[src/rtl/fft_sequencer.sv]
// FFT control sequencer: walks every stage and butterfly pair, drains the butterfly
// pipeline between stages, and emits a write-side copy of the issue stream.
module fft_sequencer #(
  parameter int LOG2N    = 10,
  parameter int PAIR_W   = 9,
  parameter int STAGE_W  = 4,
  parameter int PIPE_LAT = 4
) (
  input  logic               i_clk,
  input  logic               i_rst,
  input  logic               i_start,
  input  logic               i_hold,
  output logic               o_busy,
  output logic               o_done,
  output logic               o_en,
  output logic [STAGE_W-1:0] o_stage,
  output logic [PAIR_W-1:0]  o_pair,
  output logic               o_wr_en,
  output logic [STAGE_W-1:0] o_wr_stage,
  output logic [PAIR_W-1:0]  o_wr_pair,
  output logic               o_result_in_mem1
);

  localparam int                  DRAIN_W    = $clog2(PIPE_LAT + 1);
  localparam logic [PAIR_W-1:0]   PAIR_LAST  = {PAIR_W{1'b1}};
  localparam logic [STAGE_W-1:0]  STAGE_LAST = STAGE_W'(LOG2N - 1);
  localparam logic [DRAIN_W-1:0]  DRAIN_LAST = DRAIN_W'(PIPE_LAT - 1);

  typedef enum logic [1:0] {
    S_IDLE  = 2'd0,
    S_RUN   = 2'd1,
    S_DRAIN = 2'd2,
    S_DONE  = 2'd3
  } state_t;

  state_t               state_q, state_d;
  logic [STAGE_W-1:0]   stage_q, stage_d;
  logic [PAIR_W-1:0]    pair_q, pair_d;
  logic [DRAIN_W-1:0]   drain_q, drain_d;
  logic                 issue_s;

  logic                 en_line_q    [PIPE_LAT];
  logic [STAGE_W-1:0]   stage_line_q [PIPE_LAT];
  logic [PAIR_W-1:0]    pair_line_q  [PIPE_LAT];

  // Next-state and counter logic for the issue walk.
  always_comb begin
    state_d = state_q;
    stage_d = stage_q;
    pair_d  = pair_q;
    drain_d = '0;
    issue_s = 1'b0;
    case (state_q)
      S_IDLE: begin
        stage_d = '0;
        pair_d  = '0;
        if (i_start) begin
          state_d = S_RUN;
        end else begin
          state_d = S_IDLE;
        end
      end
      S_RUN: begin
        issue_s = ~i_hold;
        if (issue_s) begin
          pair_d = pair_q + PAIR_W'(1);
          if (pair_q == PAIR_LAST) begin
            state_d = S_DRAIN;
          end else begin
            state_d = S_RUN;
          end
        end else begin
          state_d = S_RUN;
        end
      end
      S_DRAIN: begin
        if (drain_q == DRAIN_LAST) begin
          pair_d = '0;
          if (stage_q == STAGE_LAST) begin
            state_d = S_DONE;
          end else begin
            stage_d = stage_q + STAGE_W'(1);
            state_d = S_RUN;
          end
        end else begin
          drain_d = drain_q + DRAIN_W'(1);
          state_d = S_DRAIN;
        end
      end
      S_DONE: begin
        stage_d = '0;
        pair_d  = '0;
        state_d = S_IDLE;
      end
      default: begin
        stage_d = '0;
        pair_d  = '0;
        state_d = S_IDLE;
      end
    endcase
  end

  // State and counter registers.
  always_ff @(posedge i_clk) begin
    if (i_rst) begin
      state_q <= S_IDLE;
      stage_q <= '0;
      pair_q  <= '0;
      drain_q <= '0;
    end else begin
      state_q <= state_d;
      stage_q <= stage_d;
      pair_q  <= pair_d;
      drain_q <= drain_d;
    end
  end

  // Write-side delay line; shifts every cycle so it stays aligned through holds and drains.
  always_ff @(posedge i_clk) begin
    if (i_rst) begin
      for (int i = 0; i < PIPE_LAT; i++) begin
        en_line_q[i]    <= 1'b0;
        stage_line_q[i] <= '0;
        pair_line_q[i]  <= '0;
      end
    end else begin
      en_line_q[0]    <= issue_s;
      stage_line_q[0] <= stage_q;
      pair_line_q[0]  <= pair_q;
      for (int i = 1; i < PIPE_LAT; i++) begin
        en_line_q[i]    <= en_line_q[i-1];
        stage_line_q[i] <= stage_line_q[i-1];
        pair_line_q[i]  <= pair_line_q[i-1];
      end
    end
  end

  // Issue valid follows i_hold within the same cycle so a held pair is never issued.
  assign o_en             = issue_s;
  assign o_stage          = stage_q;
  assign o_pair           = pair_q;
  assign o_busy           = (state_q != S_IDLE);
  assign o_done           = (state_q == S_DONE);
  assign o_wr_en          = en_line_q[PIPE_LAT-1];
  assign o_wr_stage       = stage_line_q[PIPE_LAT-1];
  assign o_wr_pair        = pair_line_q[PIPE_LAT-1];
  assign o_result_in_mem1 = (((LOG2N - 1) % 2) == 1);

endmodule
[config.mk]
export PLATFORM = sky130hd
export DESIGN_NAME = fft_sequencer
export DESIGN_NICKNAME = d
export VERILOG_FILES = /design/src/rtl/fft_sequencer.sv
export SDC_FILE = /design/constraint.sdc
export NUM_CORES = 1
export LEC_CHECK = 0
export ABC_AREA = 1
export BUFFER_PORTS_ARGS = -buffer_cell sky130_fd_sc_hd__buf_2
export CORE_MARGIN = 2
export CORE_UTILIZATION = 50
export DETAILED_ROUTE_END_ITERATION = 10
export PLACE_DENSITY = 0.74
export SYNTH_ARGS = -nofsm -noshare
export SYNTH_HDL_FRONTEND = slang
export SYNTH_SLANG_ARGS = --single-unit
[constraint.sdc]
create_clock -name i_clk -period 1.2 [get_ports i_clk]
set_input_delay 0.12 -clock i_clk [delete_from_list [all_inputs] [get_ports i_clk]]
set_output_delay 0.12 -clock i_clk [all_outputs]
set_load 0.005 [all_outputs]
==> results of run 1 <==
-- area by class of cell --
class / instances / area share [%]
clock buffers: 10 / 3.64
inverters: 75 / 8.32
repair buffers: 63 / 12.6
well taps: 70 / 2.50
flip-flops and latches: 74 / 42.8
clock inverters: 6 / 1.21
multi-input cells: 154 / 28.9
-- worst register-to-register path: stages, from the launching register on --
cell     delay (ns)
dfxtp_2        0.34
ha_4           0.16
ha_4           0.17
inv_6          0.09
nand2_8        0.09
nand2_8        0.10
nor2_2         0.05
a21oi_1        0.20
nor2_1         0.07
-- flip-flops by register name, indices dropped and copies added, names as in the netlist --
| signal | cells |
|---|---|
| state_q | 2 |
| pair_line_q | 36 |
| drain_q | 3 |
| en_line_q | 4 |
| o_pair | 9 |
| stage_line_q | 16 |
| o_stage | 4 |
-- final timing paths --
| kind | start | to | slack (ns) | depth (start not counted) |
|---|---|---|---|---|
| worst min-delay path | i_hold | en_line_q[0] | 0.04 | 2 |
| worst max-delay path | drain_q[0] | o_pair[4] | -0.19 | 8 |
| worst max register to register | drain_q[0] | o_pair[4] | -0.19 | 8 |
| worst min register to register | pair_line_q[0][0] | pair_line_q[1][0] | 0.39 | 2 |
-- cells by family (layout without fill, tap and decap cells) --
kind of cell,Yosys count,after routing,synth area share [%]
other,1,1,0.145
buffers and inverters,82,154,12.8
XOR/XNOR,1,1,0.338
adder cells (fa/ha/maj),12,12,5.79
AO/OA/AOI/OAI,15,15,3.62
flip-flops,74,74,57.1
AND/OR/NAND/NOR,124,125,20.2
-- through the flow --
stage | hold slack [ns] | cells | worst slack [ns] | instance area [um^2]
final | 0.0361 | 452 | -0.190 | 3500
after global routing | 0.0502 | 452 | -0.279 | 3500
after detailed placement | 0.384 | 428 | -0.140 | 3050
after global placement | 0.383 | 428 | -0.142 | 3050
after CTS | 0.0134 | 449 | -0.154 | 3340
after floorplan | 0.199 | 309 | -0.0807 | 2660
-- cells in the final DEF (no fill, tap or decap), drive strengths merged --
| cell | count |
|---|---|
| ha | 12 |
| a21oi | 6 |
| nor3 | 1 |
| conb | 1 |
| o21bai | 1 |
| nand4 | 4 |
| dfxtp | 74 |
| clkinvlp | 2 |
| nand3 | 10 |
| inv | 76 |
| clkinv | 3 |
| nor2 | 77 |
| a31oi | 1 |
| clkbuf | 10 |
| buf | 63 |
| nor4 | 1 |
| xor2 | 1 |
| nand2 | 32 |
| o21ai | 7 |
-- power breakdown --
| group | leakage (uW) | switching, uW | internal, uW |
|---|---|---|---|
| clock | 0.0000827 | 913 | 753 |
| combinational | 0.000908 | 174 | 129 |
| sequential | 0.000602 | 16.4 | 2480 |
| total | 0.00159 | 1100 | 3360 |
-- layer usage --
metal  part of all wire, %  GRT usage [%]  up-vias  wire (um)
li1                      -              -     1029          -
met1                    43           20.4      894       2200
met2                    49           26.6       67       2550
met3                   5.9           4.38       10        302
met4                   2.1           10.0        0        106
met5                     0              0        -          0
-- what timing repair did --
item / CTS / global route
buffers inserted: 4 / 4
pin swaps: 11 / 15
setup endpoints to repair: 17 / 19
resized for setup: 27 / 36
cloned: 1 / 0
==> metrics.txt, run 1 <==
antenna violations before repair 0; vias in the first global route 1,790; Post-CTS Hold Buffers 0; Final nets 393; Final ANT Viol Nets 0; post-synthesis cell type count 21; most frequent cell after synthesis nor2_1; CP top delay family flip-flops; diode count 0; clock buffer depth 2; asr flop ratio synth 0%; number of flops mapped to enable cells by yosys 0; minimum clock period 1.39 ns; DRC Markers 0; final setup violation count 17; Tcrit/Tclk final 116%; core area 5040 um^2; sequential share of the synthesized area 57.1%; slowest CP cell dfxtp_2; Post-Syn Instances 309; via density per instance 4.42; Most used DFF post-synth dfxtp_1; first-pass GRT wire length 7.65 mm; layout cell share with drive strength beyond 1 34.6%; drt first pass iters 4; post-synth top area cell dfxtp_1; RSZ-0062 raised after global routing true; initial core utilization 51.4%; FF+latch count, synth 74; fin util 69.5%; Die Y 76.0 um; CTS sink cnt 74; synthesized area 2590 um^2; port bufs 33; fin worst setup slack -0.190 ns; syn nets 325; Final Hold Vio Count 0; multi-input logic area 1010 um^2; Design Power 4470 uW; Routed WL 5.15 mm; Layout fillers 366; max-slew violations 0; Die W 76.0 um; max cap viols 0; Worst EP required 1.43 ns; LEAKAGE 0.00159 uW; CTS tree built; crit path buf inv count 1; Placer Congestion 0.882; routed length per placed instance 11.4 um; vias 2,000; gr usage total 16.7%; Achievable Freq 719 MHz; top post-synthesis cells by area dfxtp_1 (57%), nor2_1 (11%), inv_1 (11%), ha_1 (5.8%), nand2_1 (3.9%); VDD IR max 751 uV; Yosys Warn Count 0; critical path's largest stage delay 0.34 ns; clock root cell clkbuf_8; Rows 26; type of the worst setup path register to register; TNS Setup -2.14 ns; largest net degree at the start of global routing 50; crit end category register; Fin Clk Skew 0.00898 ns; Synth-to-Final Area Change 35.0%; gr ovfl total 0; hold crit path type primary input to register; post-DP HPWL 2.76 mm; Synth top area share 57.1%; die area 5780 um^2; Synth top cells by count nor2_1 (76), dfxtp_1 (74), inv_1 (74), nand2_1 (27), ha_1 (12); worst endpoint data arrival time 1.62 ns; FF/Latch Area 1500 um^2; critical path fanouts, max 5; Clk Latency, worst-skew pair 0.34 ns; htree depth 3; CTS Buf Count 9; CP Launch Type register; Initial DRC Count 121; cells along the critical path ha_4 -> ha_4 -> inv_6 -> nand2_8 -> nand2_8 -> nor2_2 -> a21oi_1 -> nor2_1; failing checks setup timing; power per cell area 1280 nW/um^2; Reg clk slew, reported paths 0.08 ns; Avg Cell Area, Syn 8.39 um^2; status complete, but fails checks; # IOs 35
(Power assumes the default switching activity.)
==> run 2: changes to the inputs <==
Settings changed: BUFFER_PORTS_ARGS -buffer_cell sky130_fd_sc_hd__buf_2 to default, CORE_UTILIZATION 50 to 55, DONT_BUFFER_PORTS from default to 1, PLACE_DENSITY 0.74 to 0.73.
==> metrics.txt, run 2 (synthesis results as in run 1) <==
status complete, but fails checks; failing checks hold timing, setup timing; Clk Latency, worst-skew pair 0.33 ns; clock root cell clkbuf_8; Non-Filler Instances 452; Placer Congestion 0.871; Final Hold Vio Count 21; die area 5280 um^2; gr usage total 21.8%; Initial DRC Count 69; max cap viols 0; Reg clk slew, reported paths 0.07 ns; vias 2,086; VDD IR max 868 uV; minimum clock period 1.43 ns; Die Y 72.7 um; layout cell share with drive strength beyond 1 26.8%; Final ANT Viol Nets 0; CTS sink cnt 74; crit path buf inv count 1; hold path cells 1; critical path's largest stage delay 0.37 ns; antenna violations before repair 0; post-DP HPWL 2.53 mm; CP top delay family simple AND/OR/NAND/NOR gates; power per cell area 1210 nW/um^2; placed cells 378; type of the worst setup path register to register; htree depth 3; Fin Clk Skew 0.00426 ns; Worst EP required 1.48 ns; fin worst setup slack -0.228 ns; drt first pass iters 4; slowest CP cell dfxtp_4; diode count 0; Achievable Freq 701 MHz; max reg flops 36; clock buffer depth 2; Post-CTS Hold Buffers 47; CP Launch Type register; CP Depth 8; via density per instance 4.62; final setup violation count 15; CTS Buf Count 9; CTS tree built; WHS -0.151 ns; Tcrit/Tclk final 119%; critical path fanouts, max 2; port bufs 0; initial core utilization 58.4%; worst endpoint data arrival time 1.70 ns; vias in the first global route 2,000; Synth-to-Final Area Change 46.0%; Die W 72.7 um; Rows 24; largest net degree at the start of global routing 61; Routed WL 5.45 mm; routed length per placed instance 12.1 um; RSZ-0062 raised after global routing true; max-slew violations 0; cells along the critical path ha_4 -> nand2_4 -> nor4_4 -> ha_2 -> nand2_2 -> nor2_2 -> o21ai_2 -> inv_1; Final nets 411; DRC Markers 0; FF-to-FF path depth 8; first-pass GRT wire length 8.69 mm; crit end category register; Layout fillers 234; Top reg by flops pair_line_q; LEAKAGE 0.00177 uW; core area 4440 um^2; gr ovfl total 0; hold crit path type primary input to register; leading cell type in the layout, fill and taps excluded nor2_1; # IOs 35; most frequent cells in the layout nor2_1 (70), inv_1 (65), dfxtp_1 (64), dlygate4sd3_1 (46), buf_4 (31)
## run 2: where the power goes
group / switching [uW] / internal [uW]
Sequential: 19.3 / 2480
Combinational: 133 / 107
Clock: 836 / 1020
Total: 987 / 3610
## run 2: repair_timing
item                                    CTS  global route
gates resized for setup                  40            25
endpoints found under the setup margin   17            21
hold endpoints to repair                 69            24
buffers inserted                          6             5
cloned                                    1             0
pin swaps                                23            15
## run 2: layout make-up
cell class / instances / area (um^2) / share of cell area, %
repair buffers: 81 / 738 / 19.5
well taps: 52 / 65.1 / 1.72
flip-flops and latches: 74 / 1500 / 39.7
clock inverters: 4 / 51.3 / 1.35
clock buffers: 12 / 145 / 3.83
multi-input cells: 154 / 988 / 26.1
inverters: 75 / 294 / 7.77
## run 2: path summary, 6_finish.rpt
check,slack (ns),endpoint,start
hold reg to reg,0.50,pair_line_q[0][8],o_pair[8]
hold / removal,-0.15,pair_line_q[0][4],i_rst
setup / recovery,-0.23,state_q[1],o_pair[1]
setup reg to reg,-0.23,state_q[1],o_pair[1]
## run 2: per-layer routing
metal / wire (um) / up-vias / global-route usage, %
met5: 0 / - / 0
met4: 108 / 0 / 6.58
met3: 317 / 14 / 8.29
met2: 2930 / 60 / 39.9
met1: 2100 / 938 / 23.1
li1: - / 1074 / -
## run 2: per-stage QoR
stage               area [um^2]  setup TNS [ns]  power [uW]  util, %  setup WS [ns]
finish                     3790           -1.71        4590     85.2         -0.228
global route               3790           -2.55        4780     85.2         -0.295
CTS                        3690           -1.17        4620     83.0         -0.155
detailed placement         2860           -1.58        2730     64.2         -0.219
global placement           2860           -1.14        2720     64.2         -0.183
floorplan                  2660          -0.277        2700        -        -0.0807
==> run 3: changes to the inputs <==
Settings changed: MAX_ROUTING_LAYER from default to met4, SETUP_SLACK_MARGIN from default to 0.15, SKIP_LAST_GASP from default to 1.
==> metrics.txt, run 3 (synthesis results as in run 1) <==
status complete, but fails checks; failing checks hold timing, setup timing; CTS sink cnt 74; VDD IR max 921 uV; Tcrit/Tclk final 119%; slowest CP cell dfxtp_4; Reg clk slew, reported paths 0.07 ns; first-pass GRT wire length 8.69 mm; Initial DRC Count 98; Design Power 4640 uW; Clk Latency, worst-skew pair 0.34 ns; gr ovfl total 0; hold crit path type primary input to register; htree depth 3; Die W 72.7 um; Internal 3600 uW; CTS tree built; type of the worst setup path register to register; post-DP HPWL 2.61 mm; # IOs 35; minimum clock period 1.43 ns; vias in the first global route 2,009; via density per instance 4.74; critical path fanouts, max 8; die area 5280 um^2; Rows 24; sw frac 22.3%; Clk pwr share 41.0%; drt first pass iters 4; gr usage total 22.4%; Final ANT Viol Nets 0; critical path's largest stage delay 0.41 ns; Worst EP required 1.44 ns; max reg flops 36; port bufs 0; clock root cell clkbuf_8; fin worst setup slack -0.234 ns; power per cell area 1360 nW/um^2; leading cell type in the layout, fill and taps excluded nor2_1; vias 1,947; final setup violation count 18; Die Y 72.7 um; initial core utilization 58.4%; Net Switching 1030 uW; combinational share of power 5.1%; crit end category register; Achievable Freq 697 MHz; CP Launch Type register; WHS -0.161 ns; cell area after placement 2870 um^2; cells along the critical path inv_4 -> ha_4 -> nand2_8 -> nand2_8 -> nor2_4 -> nand2_2 -> nor2_1 -> nor2_1; Final Cell Area 3420 um^2; Final Hold Vio Count 58; Routed WL 5.21 mm; worst endpoint data arrival time 1.67 ns; clock buffer depth 2; Placer Congestion 0.868; Layout fillers 281; RSZ-0062 raised after global routing true; max cap viols 0; diode count 0; LEAKAGE 0.00147 uW; Final nets 370; largest net degree at the start of global routing 61; CTS Buf Count 9; Synth-to-Final Area Change 31.7%; DRC Markers 0; core area 4440 um^2; routed length per placed instance 12.7 um; Fin Clk Skew 0.00676 ns; Top reg by flops pair_line_q; antenna violations before repair 0; max-slew violations 0; layout cell share with drive strength beyond 1 33.1%; pre-CTS setup slack -0.179 ns; Sequential Power Share 53.9%; most frequent cells in the layout nor2_1 (71), inv_1 (61), dfxtp_1 (51), buf_4 (25)
## run 3: cell types whose count changed in the layout (fill, tap and decap cells not counted), moves of 4 or more
cell | previous run | this run
dlygate4sd3_1 | 46 | 10
dfxtp_1 | 64 | 51
dfxtp_2 | 6 | 19
buf_4 | 31 | 25
nand2_4 | 7 | 2
inv_1 | 65 | 61
## run 3: cell type report
cell class | count | area (um^2) | share of cell area [%]
multi-input cells | 153 | 983 | 28.8
clock buffers | 12 | 145 | 4.25
flip-flops and latches | 74 | 1520 | 44.5
inverters | 75 | 297 | 8.68
well taps | 52 | 65.1 | 1.90
repair buffers | 41 | 355 | 10.4
clock inverters | 4 | 50.0 | 1.47
## run 3: final timing paths
check,slack (ns),endpoint,start,cells past startpoint
setup / recovery,-0.23,o_pair[5],state_q[0],8
hold / removal,-0.16,pair_line_q[0][0],i_rst,1
setup reg to reg,-0.23,o_pair[5],state_q[0],8
hold reg to reg,0.39,pair_line_q[1][8],pair_line_q[0][8],2
## run 3: routing by layer
metal  global-route usage (%)  share of wire (%)
met1                     25.0                 40
met2                     36.5                 52
met3                     6.35                6.6
met4                     11.3                1.3
met5                        -                  0
## run 3: worst max-delay path: cells and delay by family, from the launching register on
family                   cells  cell delay, ns
AND/OR/NAND/NOR              6            0.66
flip-flops                   1            0.41
adder cells (fa/ha/maj)      1            0.18
buffers and inverters        1            0.06
## run 3: power by group through the flow
| stage | sequential, uW | combinational (uW) | clock (uW) |
|---|---|---|---|
| 2_1_floorplan | 2560 | 149 | 0 |
| 3_3_place_gp | 2550 | 173 | 0 |
| 3_5_place_dp | 2560 | 177 | 0 |
| 4_1_cts | 2500 | 208 | 1940 |
| 5_1_grt | 2500 | 260 | 2050 |
| 6_report | 2500 | 237 | 1900 |
## run 3: per-stage QoR
| step | TNS, ns | std cells | util (%) |
|---|---|---|---|
| 2_1_floorplan | -0.361 | 309 | - |
| 3_3_place_gp | -1.02 | 376 | 64.5 |
| 3_5_place_dp | -1.33 | 376 | 64.5 |
| 4_1_cts | -1.28 | 439 | 81.1 |
| 5_1_grt | -3.49 | 411 | 76.9 |
| 6_report | -2.17 | 411 | 76.9 |
## run 3: repair_timing
| action | 4_1_cts | 5_1_grt |
|---|---|---|
| gates resized for setup | 28 | 44 |
| endpoints found under the hold margin | 69 | 61 |
| setup buffers | 4 | 5 |
| pin swaps | 14 | 17 |
| endpoints found under the setup margin | 21 | 62 |
| hold buffers | 43 | 1 |
